**src/rtl/div_ctrl_pkg.sv**
```systemverilog
// Shared types and constants for the divider arbiter.
// Contents: the controller state enum, the data width, the saturation
// quotients returned on divide-by-zero, and the default WAIT timeout.
package div_ctrl_pkg;

   localparam int unsigned DATA_W          = 32;
   localparam int unsigned DEFAULT_TIMEOUT = 32;

   // Saturated quotients for x/0, chosen by the sign of the dividend
   localparam logic [DATA_W-1:0] SAT_POS = 32'h7FFF_FFFF;
   localparam logic [DATA_W-1:0] SAT_NEG = 32'h8000_0001;

   typedef enum logic [1:0] {
      IDLE,
      ISSUE,
      WAIT,
      DONE
   } state_t;

endpackage

```
**src/rtl/rr_arbiter.sv**
```systemverilog
// Combinational round-robin arbiter.
// Ports:
//   req   - request vector
//   ptr   - index where the search starts (wraps upward)
//   grant - one-hot winner, zero when no request
//   idx   - binary index of the winner
//   valid - at least one request is set
module rr_arbiter #(
   parameter int unsigned N = 4
) (
   input  logic [N-1:0]         req,
   input  logic [$clog2(N)-1:0] ptr,
   output logic [N-1:0]         grant,
   output logic [$clog2(N)-1:0] idx,
   output logic                 valid
);

   localparam int unsigned IW = $clog2(N);

   // First set bit at or after ptr, wrapping around
   always_comb begin
      int unsigned j;
      logic [IW-1:0] jj;
      grant = '0;
      idx   = '0;
      valid = 1'b0;
      j     = 0;
      jj    = '0;
      for (int unsigned off = 0; off < N; off++) begin
         j  = (32'(ptr) + off) % N;
         jj = IW'(j);
         if (!valid && req[jj]) begin
            valid     = 1'b1;
            grant[jj] = 1'b1;
            idx       = jj;
         end
      end
   end

endmodule

```
**src/rtl/div_arbiter.sv**
```systemverilog
// Shares one sequential signed divider among N_REQ requesters.
// Ports:
//   CLOCK, RESET_N             - clock, async active-low reset
//   REQ, REQ_TOP, REQ_DIVISOR  - per-requester request level and operands
//   GRANT                      - one-hot requester being served
//   RESP_VALID, RESP_QUOTIENT,
//   RESP_ERR                   - one-cycle result pulse, quotient, error flag
//   BUSY                       - controller not idle
//   DIV_TOP, DIV_DIVISOR,
//   DIV_START                  - operands and start pulse to the divider
//   DIV_QUOTIENT, DIV_FINISH   - divider result and done level
module div_arbiter
   import div_ctrl_pkg::*;
#(
   parameter int unsigned N_REQ   = 4,
   parameter int unsigned TIMEOUT = DEFAULT_TIMEOUT
) (
   input  logic                    CLOCK,
   input  logic                    RESET_N,
   input  logic [N_REQ-1:0]        REQ,
   input  logic [DATA_W*N_REQ-1:0] REQ_TOP,
   input  logic [DATA_W*N_REQ-1:0] REQ_DIVISOR,
   output logic [N_REQ-1:0]        GRANT,
   output logic [N_REQ-1:0]        RESP_VALID,
   output logic [DATA_W-1:0]       RESP_QUOTIENT,
   output logic                    RESP_ERR,
   output logic                    BUSY,
   output logic [DATA_W-1:0]       DIV_TOP,
   output logic [DATA_W-1:0]       DIV_DIVISOR,
   output logic                    DIV_START,
   input  logic [DATA_W-1:0]       DIV_QUOTIENT,
   input  logic                    DIV_FINISH
);

   localparam int unsigned IW = $clog2(N_REQ);
   localparam int unsigned CW = $clog2(TIMEOUT + 1);

   state_t          state, state_d;
   logic [IW-1:0]   ptr, ptr_d;     // next search start index
   logic [IW-1:0]   widx, widx_d;   // index of the current winner
   logic [CW-1:0]   cnt, cnt_d;     // WAIT cycles elapsed
   logic [N_REQ-1:0] grant_d, rv_d;
   logic [DATA_W-1:0] quot_d, top_d, dvs_d;
   logic            err_d, busy_d, start_d;

   logic [N_REQ-1:0] arb_grant;
   logic [IW-1:0]    arb_idx;
   logic             arb_valid;

   logic [DATA_W-1:0] top_arr [N_REQ];
   logic [DATA_W-1:0] div_arr [N_REQ];
   logic [DATA_W-1:0] sel_top, sel_div;
   logic              div_wide;

   rr_arbiter #(.N(N_REQ)) u_arb (
      .req   (REQ),
      .ptr   (ptr),
      .grant (arb_grant),
      .idx   (arb_idx),
      .valid (arb_valid)
   );

   // Unpack the requester operand buses
   for (genvar g = 0; g < N_REQ; g++) begin : g_unpack
      assign top_arr[g] = REQ_TOP[g*DATA_W +: DATA_W];
      assign div_arr[g] = REQ_DIVISOR[g*DATA_W +: DATA_W];
   end

   assign sel_top  = top_arr[widx];
   assign sel_div  = div_arr[widx];
   // The divider only accepts divisors representable in 16 signed bits
   assign div_wide = (sel_div[31:16] != {16{sel_div[15]}});

   // Next-state and next-output logic
   always_comb begin
      state_d = state;
      ptr_d   = ptr;
      widx_d  = widx;
      cnt_d   = cnt;
      grant_d = GRANT;
      rv_d    = '0;
      quot_d  = RESP_QUOTIENT;
      err_d   = RESP_ERR;
      top_d   = DIV_TOP;
      dvs_d   = DIV_DIVISOR;
      start_d = 1'b0;
      case (state)
         IDLE: begin
            if (arb_valid) begin
               state_d = ISSUE;
               grant_d = arb_grant;
               widx_d  = arb_idx;
            end
         end
         ISSUE: begin
            top_d = sel_top;
            dvs_d = sel_div;
            cnt_d = '0;
            if (sel_div == '0) begin
               state_d = DONE;
               rv_d    = GRANT;
               err_d   = 1'b1;
               quot_d  = sel_top[DATA_W-1] ? SAT_NEG : SAT_POS;
            end else if (div_wide) begin
               state_d = DONE;
               rv_d    = GRANT;
               err_d   = 1'b1;
               quot_d  = '0;
            end else begin
               start_d = 1'b1;
               state_d = WAIT;
            end
         end
         WAIT: begin
            // First WAIT cycle may still see the previous operation's finish
            if (cnt != '0 && DIV_FINISH) begin
               state_d = DONE;
               rv_d    = GRANT;
               err_d   = 1'b0;
               quot_d  = DIV_QUOTIENT;
            end else if (cnt == CW'(TIMEOUT - 1)) begin
               state_d = DONE;
               rv_d    = GRANT;
               err_d   = 1'b1;
               quot_d  = '0;
            end else begin
               cnt_d = cnt + CW'(1);
            end
         end
         DONE: begin
            state_d = IDLE;
            grant_d = '0;
            ptr_d   = (widx == IW'(N_REQ - 1)) ? '0 : widx + IW'(1);
         end
         default: state_d = IDLE;
      endcase
      busy_d = (state_d != IDLE);
   end

   // State and registered outputs
   always_ff @(posedge CLOCK or negedge RESET_N) begin
      if (!RESET_N) begin
         state         <= IDLE;
         ptr           <= '0;
         widx          <= '0;
         cnt           <= '0;
         GRANT         <= '0;
         RESP_VALID    <= '0;
         RESP_QUOTIENT <= '0;
         RESP_ERR      <= 1'b0;
         BUSY          <= 1'b0;
         DIV_TOP       <= '0;
         DIV_DIVISOR   <= '0;
         DIV_START     <= 1'b0;
      end else begin
         state         <= state_d;
         ptr           <= ptr_d;
         widx          <= widx_d;
         cnt           <= cnt_d;
         GRANT         <= grant_d;
         RESP_VALID    <= rv_d;
         RESP_QUOTIENT <= quot_d;
         RESP_ERR      <= err_d;
         BUSY          <= busy_d;
         DIV_TOP       <= top_d;
         DIV_DIVISOR   <= dvs_d;
         DIV_START     <= start_d;
      end
   end

endmodule

```
**config.mk**
```make
export PLATFORM = sky130hd
export DESIGN_NAME = div_arbiter
export DESIGN_NICKNAME = d
export VERILOG_FILES = /design/src/rtl/div_ctrl_pkg.sv /design/src/rtl/rr_arbiter.sv /design/src/rtl/div_arbiter.sv
export SDC_FILE = /design/constraint.sdc
export NUM_CORES = 1
export LEC_CHECK = 0
export ABC_AREA = 0
export BUFFER_PORTS_ARGS = -buffer_cell sky130_fd_sc_hd__buf_2
export CORE_AREA = 4 4 155 157
export CTS_BUF_LIST = sky130_fd_sc_hd__clkbuf_16
export CTS_CLUSTER_DIAMETER = 30
export DETAILED_ROUTE_END_ITERATION = 7
export DIE_AREA = 0 0 159 161
export PLACE_DENSITY = 0.62
export SLEW_MARGIN = 20
export SYNTH_ARGS = -nofsm -noshare
export SYNTH_HDL_FRONTEND = slang
export SYNTH_SLANG_ARGS = --single-unit
```
**constraint.sdc**
```tcl
create_clock -name CLOCK -period 4.1 [get_ports CLOCK]
set_input_delay 0.82 -clock CLOCK [delete_from_list [all_inputs] [get_ports CLOCK]]
set_output_delay 0.82 -clock CLOCK [all_outputs]
set_load 0.05 [all_outputs]
```
==> results of run 1 <==
placed cells by master, fill, tap and decap left out, types with 2 or more instances in the layout:
cell type / Yosys / final
o31ai_1: 3 / 3
a211oi_1: 6 / 6
o21ai_0: 23 / 23
nand3_1: 8 / 8
mux2_2: 65 / 65
nand4_1: 5 / 5
buf_12: 3 / 3
o2111ai_1: 4 / 4
dfrtp_1: 119 / 117
nor3_1: 9 / 9
a21oi_1: 36 / 35
nor4_1: 5 / 5
nor2b_1: 3 / 3
clkinvlp_4: 0 / 4
o21bai_2: 2 / 2
diode_2: 0 / 2
nand2_1: 26 / 26
inv_1: 45 / 45
a22oi_1: 5 / 5
buf_4: 2 / 8
ha_1: 14 / 13
inv_6: 0 / 5
mux2i_1: 33 / 33
clkinv_4: 0 / 2
mux4_2: 66 / 66
mux4_1: 2 / 2
clkbuf_16: 0 / 17
nor2_1: 8 / 8
and2_1: 2 / 2
bufinv_16: 0 / 2
buf_2: 5 / 400
area by class of cell:
class / count / share of cell area
multi-input combinational: 344 / 0.374
sequential: 119 / 0.299
timing repair buffer: 412 / 0.214
clock buffer: 17 / 0.0426
tap: 285 / 0.0358
inverter: 45 / 0.0169
clock inverter: 15 / 0.0168
antenna: 2 / 0.000502
path summary, 6_finish.rpt:
kind	slack (ns)	to	from	cells after the start
setup / recovery	0.57	RESP_QUOTIENT[31]$_DFFE_PN0P_	widx[0]$_DFFE_PN0P_	9
hold / removal	0.50	DIV_TOP[11]$_DFFE_PN0P_	DIV_TOP[11]$_DFFE_PN0P_	1
setup reg to reg	0.57	RESP_QUOTIENT[31]$_DFFE_PN0P_	widx[0]$_DFFE_PN0P_	9
hold reg to reg	0.50	DIV_TOP[11]$_DFFE_PN0P_	DIV_TOP[11]$_DFFE_PN0P_	1
max in group asynchronous	2.84	DIV_START$_DFF_PN0_	RESET_N	2
min in group asynchronous	0.53	RESP_VALID[2]$_DFF_PN0_	RESET_N	1
worst max-delay path, cell delays in order (launching register included):
cell and delay (ns):
dfrtp_4 0.74, buf_12 0.26, buf_4 0.25, mux4_2 0.58, nor3_1 0.15, nand4_1 0.32, o21bai_2 0.28, o21ba_2 0.20
buf_12 0.23, mux2_1 0.36
through the flow:
step                cells   util  setup slack, ns  power, mW  area [sq um]
floorplan             544      -             1.02       5.64          7080
global placement     1205  0.417            0.533       6.77          9370
detailed placement   1205  0.417            0.490       6.81          9370
CTS                  1237  0.443            0.475       8.37          9970
global route         1239  0.443            0.294       8.77          9970
finish               1239  0.443            0.569       8.27          9970
cells by family (layout without fill, tap and decap cells):
kind of cell | after synthesis | count (layout) | synth area share
compound gates | 87 | 87 | 0.0749
buf+inv | 81 | 489 | 0.0549
mux | 167 | 167 | 0.369
other cells | 0 | 2 | 0
flops | 119 | 119 | 0.420
fa+ha+maj | 14 | 14 | 0.0247
simple gates | 76 | 76 | 0.0562
sequential cells by signal (all words and copies together) (netlist names):
name / count
RESP_ERR: 1
RESP_QUOTIENT: 32
DIV_DIVISOR: 32
ptr: 2
BUSY: 1
DIV_START: 1
GRANT: 4
RESP_VALID: 4
cnt: 6
state: 2
widx: 2
DIV_TOP: 32
power by group through the flow:
stage          clock, mW  sequential [mW]  combinational, mW
2_1_floorplan          0             3.32               2.32
3_3_place_gp           0             2.00               4.77
3_5_place_dp           0             2.00               4.81
4_1_cts             1.56             1.99               4.82
5_1_grt             1.61             2.06               5.09
6_report            1.51             1.99               4.77
metal layers:
layer	vias to the layer above	track usage
met5	-	0
met3	46	0.0781
li1	2863	-
met4	10	0.0548
met1	2992	0.222
met2	272	0.327
==> metrics.txt, run 1 <==
vias per cell 4.99; drt pass-1 iters 4; I/O Pins 402; cts bufs inserted 17; switching pwr 3.93 mW; area leader, netlist dfrtp_1; share of layout cells above drive strength 1 0.616; cell-internal power 4.34 mW; row count 55; cells resized by post-CTS repair 0; number of filler instances in the final layout 2,151; max-slew violation total from the final report 0; worst-path maximum fanout 33; detailed route wirelength on metal2 12.7 mm; startpoint type of the worst setup path register; number of flops mapped to enable cells by yosys 0; flops & latches, synth 119; clock slew at the register clock pins of the worst setup and hold paths 0.06 ns; number of H-tree branching levels 4; maximum number of pins on one net before global-route repair 107; Setup violations, final 0; clock network fraction of total power 0.183; Mapped Area 7080 sq um; hold buffer count at cts 0; die width 159 microns; share of the synthesized area in the top cell type 0.420; initial drt markers 384; effective utilization at floorplan 0.315; DPL Wire Length 19.9 mm; area overhead of the layout relative to synthesis 40.8%; unrepaired setup endpoints after global routing no; synthesized net count 853; Die H 161 microns; total number of vias 6,183; run status finished clean; met3 routed wirelength 2.16 mm; combinational cell fraction of total power 0.576; DR WL/cell 20.2 microns; area of the core region 22,500 sq um; synth unique cells 47; type of the setup path with the least slack register to register; TritonCTS clock tree built; Congestion Overflow GR 0; vias in the first global route 6,643; share of synthesized area occupied by flip-flops and latches 0.420; detailed-route wire length 25.1 mm; ratio of final minimum period to clock period 0.861; clock insertion delay at the later pin of the skew report 0.42 ns; multi-input combinational cell area 3730 sq um; FFs w/ async S/R, synth 1.00; Net Sw Frac 0.475; CTS Root Cell clkbuf_16; clock period minus worst slack 3.53 ns; ranking of synthesized cells by instance count dfrtp_1 (119), mux4_2 (66), mux2_2 (65), inv_1 (45), a21oi_1 (36); number of nets still failing antenna checks after routing 0; initial antenna violation count 8; static power due to leakage 4.63 nW; warning count from the yosys run 0; maximum resistive drop on vdd 0.000445 V; post-CTS setup repair buffer count 0; power density over the cells 829 nW/um^2; final weighted congestion in routability-driven placement 0.920; setup total negative slack 0 ns; dominant cells by area after synthesis dfrtp_1 (42%), mux4_2 (21%), mux2_2 (10%); Worst Tran Pin Value 0.890 ns; cell count after synthesis 544; Met1 Wirelength 9.55 mm; part of the power in registers 0.241; total number of clock tree sinks 119; wire length of the first global-routing pass 38.0 mm; endpoint kind of the worst setup timing path register; path class of the lowest-slack min-delay path register to register; synthesized area per cell 13.0 sq um; most used standard cell by instance count after synthesis dfrtp_1; clock buffer depth 2; nets 1,248; highest routing layer actually used met5; global-route usage over all layers 0.191; DRC violation count after routing 0; die area 25,600 sq um; worst-case headroom to the max-slew limit 0.407; Sequential cell area 2980 sq um; number of failing hold endpoints at the final stage 0; Buffers on Ports 401; Crit path required time 4.39 ns; maximum frequency from static timing analysis 283 MHz; final-layout worst hold slack 0.501 ns; final setup skew 0.00957 ns; reported max-cap violation count 0; signal arrival time at the worst endpoint 3.82 ns; flip-flop cell with the highest count after synthesis dfrtp_1
Note: power is estimated with default switching activity, not from simulation.
==> run 2, diff against run 1 <==
--- a/config.mk
+++ b/config.mk
@@ -13,6 +13,7 @@
 export DETAILED_ROUTE_END_ITERATION = 7
 export DIE_AREA = 0 0 159 161
 export PLACE_DENSITY = 0.62
+export RECOVER_POWER = 25
 export SLEW_MARGIN = 20
 export SYNTH_ARGS = -nofsm -noshare
 export SYNTH_HDL_FRONTEND = slang
==> run 2 against run 1 <==
  * The flow now finishes with violations (capacitance limit, slew limit)
  * Utilization is essentially flat
  * Cell count is the same
  * Non-clock buffer count unchanged
  * Total power about the same
  * Worst setup slack got worse by 0.0010 ns
  * Critical path depth is the same
  * Clock skew barely moved
  * Via count barely moved
  * Critical endpoint unchanged
==> metrics.txt, run 2 (synthesis results as in run 1) <==
Net Sw Frac 0.475; effective utilization at floorplan 0.315; buffering stage count on the worst path with inverters included 3; endpoint kind of the worst setup timing path register; post-layout total power 8.27 mW; fin cells 1,239; number of filler instances in the final layout 2,154; startpoint type of the worst setup path register; Buffers on Ports 401; endpoint of the most critical register-to-register path RESP_QUOTIENT[31]$_DFFE_PN0P_; Worst Tran Pin Value 2.78 ns; detailed-route wire length 25.1 mm; Most common cell on crit path buf_12; maximum number of pins on one net before global-route repair 107; unrepaired setup endpoints after global routing no; fin util 0.443; post-CTS setup repair buffer count 0; number of H-tree branching levels 4; Cell Chain, Critical Path buf_12, buf_4, mux4_2, nor3_1, nand4_1, o21bai_2, o21ba_2, buf_12, mux2_1; static power due to leakage 4.63 nW; commonest cells after routing, fill and taps aside buf_2 (400), dfrtp_1 (117), mux4_2 (66), mux2_2 (65), inv_1 (45); global-route usage over all layers 0.191; DRC violation count after routing 0; final-layout worst hold slack 0.501 ns; die area 25,600 sq um; Setup violations, final 0; cells resized by post-CTS repair 0; die width 159 microns; worst-path maximum fanout 33; row count 55; I/O Pins 402; met2 Resource Use GR 0.327; worst-case register-to-register setup slack 0.57 ns; registers with the highest flip-flop counts DIV_DIVISOR x32, DIV_TOP x32, RESP_QUOTIENT x32; final weighted congestion in routability-driven placement 0.920; launch point of the critical path widx[0]$_DFFE_PN0P_; Die H 161 microns; layer carrying the most global-route usage met2; area of the core region 22,500 sq um; run status finished with violations; area overhead of the layout relative to synthesis 40.7%; combinational cell fraction of total power 0.576; reported max-cap violation count 1; family with the most delay on the worst path multiplexers; most common library cell in the layout ignoring fill and taps buf_2; clock insertion delay at the later pin of the skew report 0.42 ns; failing checks capacitance limit, slew limit; part of the power in registers 0.241; worst-case headroom to the max-slew limit -0.851; share of layout cells above drive strength 1 0.616; master of the slowest instance on the critical path dfrtp_4; number of failing hold endpoints at the final stage 0; start of the worst register-to-register path widx[0]$_DFFE_PN0P_; clock buffer depth 2; ratio of final minimum period to clock period 0.861; drt pass-1 iters 4; vias per cell 4.99; end of the critical path RESP_QUOTIENT[31]$_DFFE_PN0P_; vias in the first global route 6,643; clock period minus worst slack 3.53 ns; clock slew at the register clock pins of the worst setup and hold paths 0.06 ns; Global Route met3 Usage 0.0781; number of cells traversed by the worst hold path 1; maximum frequency from static timing analysis 283 MHz; number of stages on the worst setup path 9; nets 1,248; CTS Root Cell clkbuf_16; met1 Track Usage GR 0.222; wire length of the first global-routing pass 38.0 mm; cell-internal power 4.34 mW; biggest cell delay along the critical path 0.74 ns; R2R depth 9; maximum resistive drop on vdd 0.000445 V; hold buffer count at cts 0; total placed cells including tap cells 1,205; switching pwr 3.93 mW; number of nets still failing antenna checks after routing 0; cts bufs inserted 17; max-slew violation total from the final report 107; TritonCTS clock tree built; DR WL/cell 20.2 microns; initial drt markers 320; final setup skew 0.00924 ns; path class of the lowest-slack min-delay path register to register; DPL Wire Length 19.9 mm; type of the setup path with the least slack register to register; clock network fraction of total power 0.183; power density over the cells 830 nW/um^2; Crit path required time 4.39 ns; Congestion Overflow GR 0; initial antenna violation count 8; total number of vias 6,180; signal arrival time at the worst endpoint 3.82 ns; total number of clock tree sinks 119; setup total negative slack 0 ns
run 2: cell types whose count changed in the layout (fill, tap and decap cells not counted):
cell | previous run | this run
clkbuf_2 | 0 | 1
clkbuf_8 | 1 | 0
run 2: how the worst min path moves through the flow:
stage	startpoint	end	slack, ns
2_1_floorplan	cnt[3]$_DFFE_PN0P_	cnt[3]$_DFFE_PN0P_	0.49
3_3_place_gp	RESP_QUOTIENT[31]$_DFFE_PN0P_	RESP_QUOTIENT[31]$_DFFE_PN0P_	0.46
3_5_place_dp	DIV_TOP[18]$_DFFE_PN0P_	DIV_TOP[18]$_DFFE_PN0P_	0.49
4_1_cts	DIV_DIVISOR[8]$_DFFE_PN0P_	DIV_DIVISOR[8]$_DFFE_PN0P_	0.50
5_1_grt	DIV_TOP[23]$_DFFE_PN0P_	DIV_TOP[23]$_DFFE_PN0P_	0.51
6_report	DIV_DIVISOR[13]$_DFFE_PN0P_	DIV_DIVISOR[13]$_DFFE_PN0P_	0.50
run 2: per-layer routing:
layer,up-vias,part of all wire
li1,2863,-
met1,2994,0.38
met2,267,0.51
met3,48,0.083
met4,8,0.024
met5,-,0.0024
run 2: cell type report:
| class | count | area (sq um) | area share |
|---|---|---|---|
| Clock inverter | 15 | 168 | 0.0168 |
| Tap cell | 285 | 357 | 0.0358 |
| Multi-Input combinational cell | 344 | 3730 | 0.375 |
| Sequential cell | 119 | 2980 | 0.299 |
| Clock buffer | 17 | 425 | 0.0427 |
| Inverter | 45 | 169 | 0.0169 |
| Antenna cell | 2 | 5.00 | 0.000502 |
| Timing Repair Buffer | 412 | 2130 | 0.213 |
run 2: per-stage QoR:
| stage | setup WS, ns | instance area, sq um |
|---|---|---|
| floorplan | 1.02 | 7080 |
| global placement | 0.533 | 9370 |
| detailed placement | 0.490 | 9370 |
| CTS | 0.475 | 9970 |
| global route | 0.203 | 9970 |
| finish | 0.568 | 9970 |
run 2: power by group through the flow:
stage / Combinational, mW / Clock, mW / Sequential (mW)
floorplan: 2.32 / 0 / 3.32
global placement: 4.77 / 0 / 2.00
detailed placement: 4.81 / 0 / 2.00
CTS: 4.82 / 1.56 / 1.99
global route: 5.09 / 1.61 / 2.06
finish: 4.77 / 1.51 / 1.99
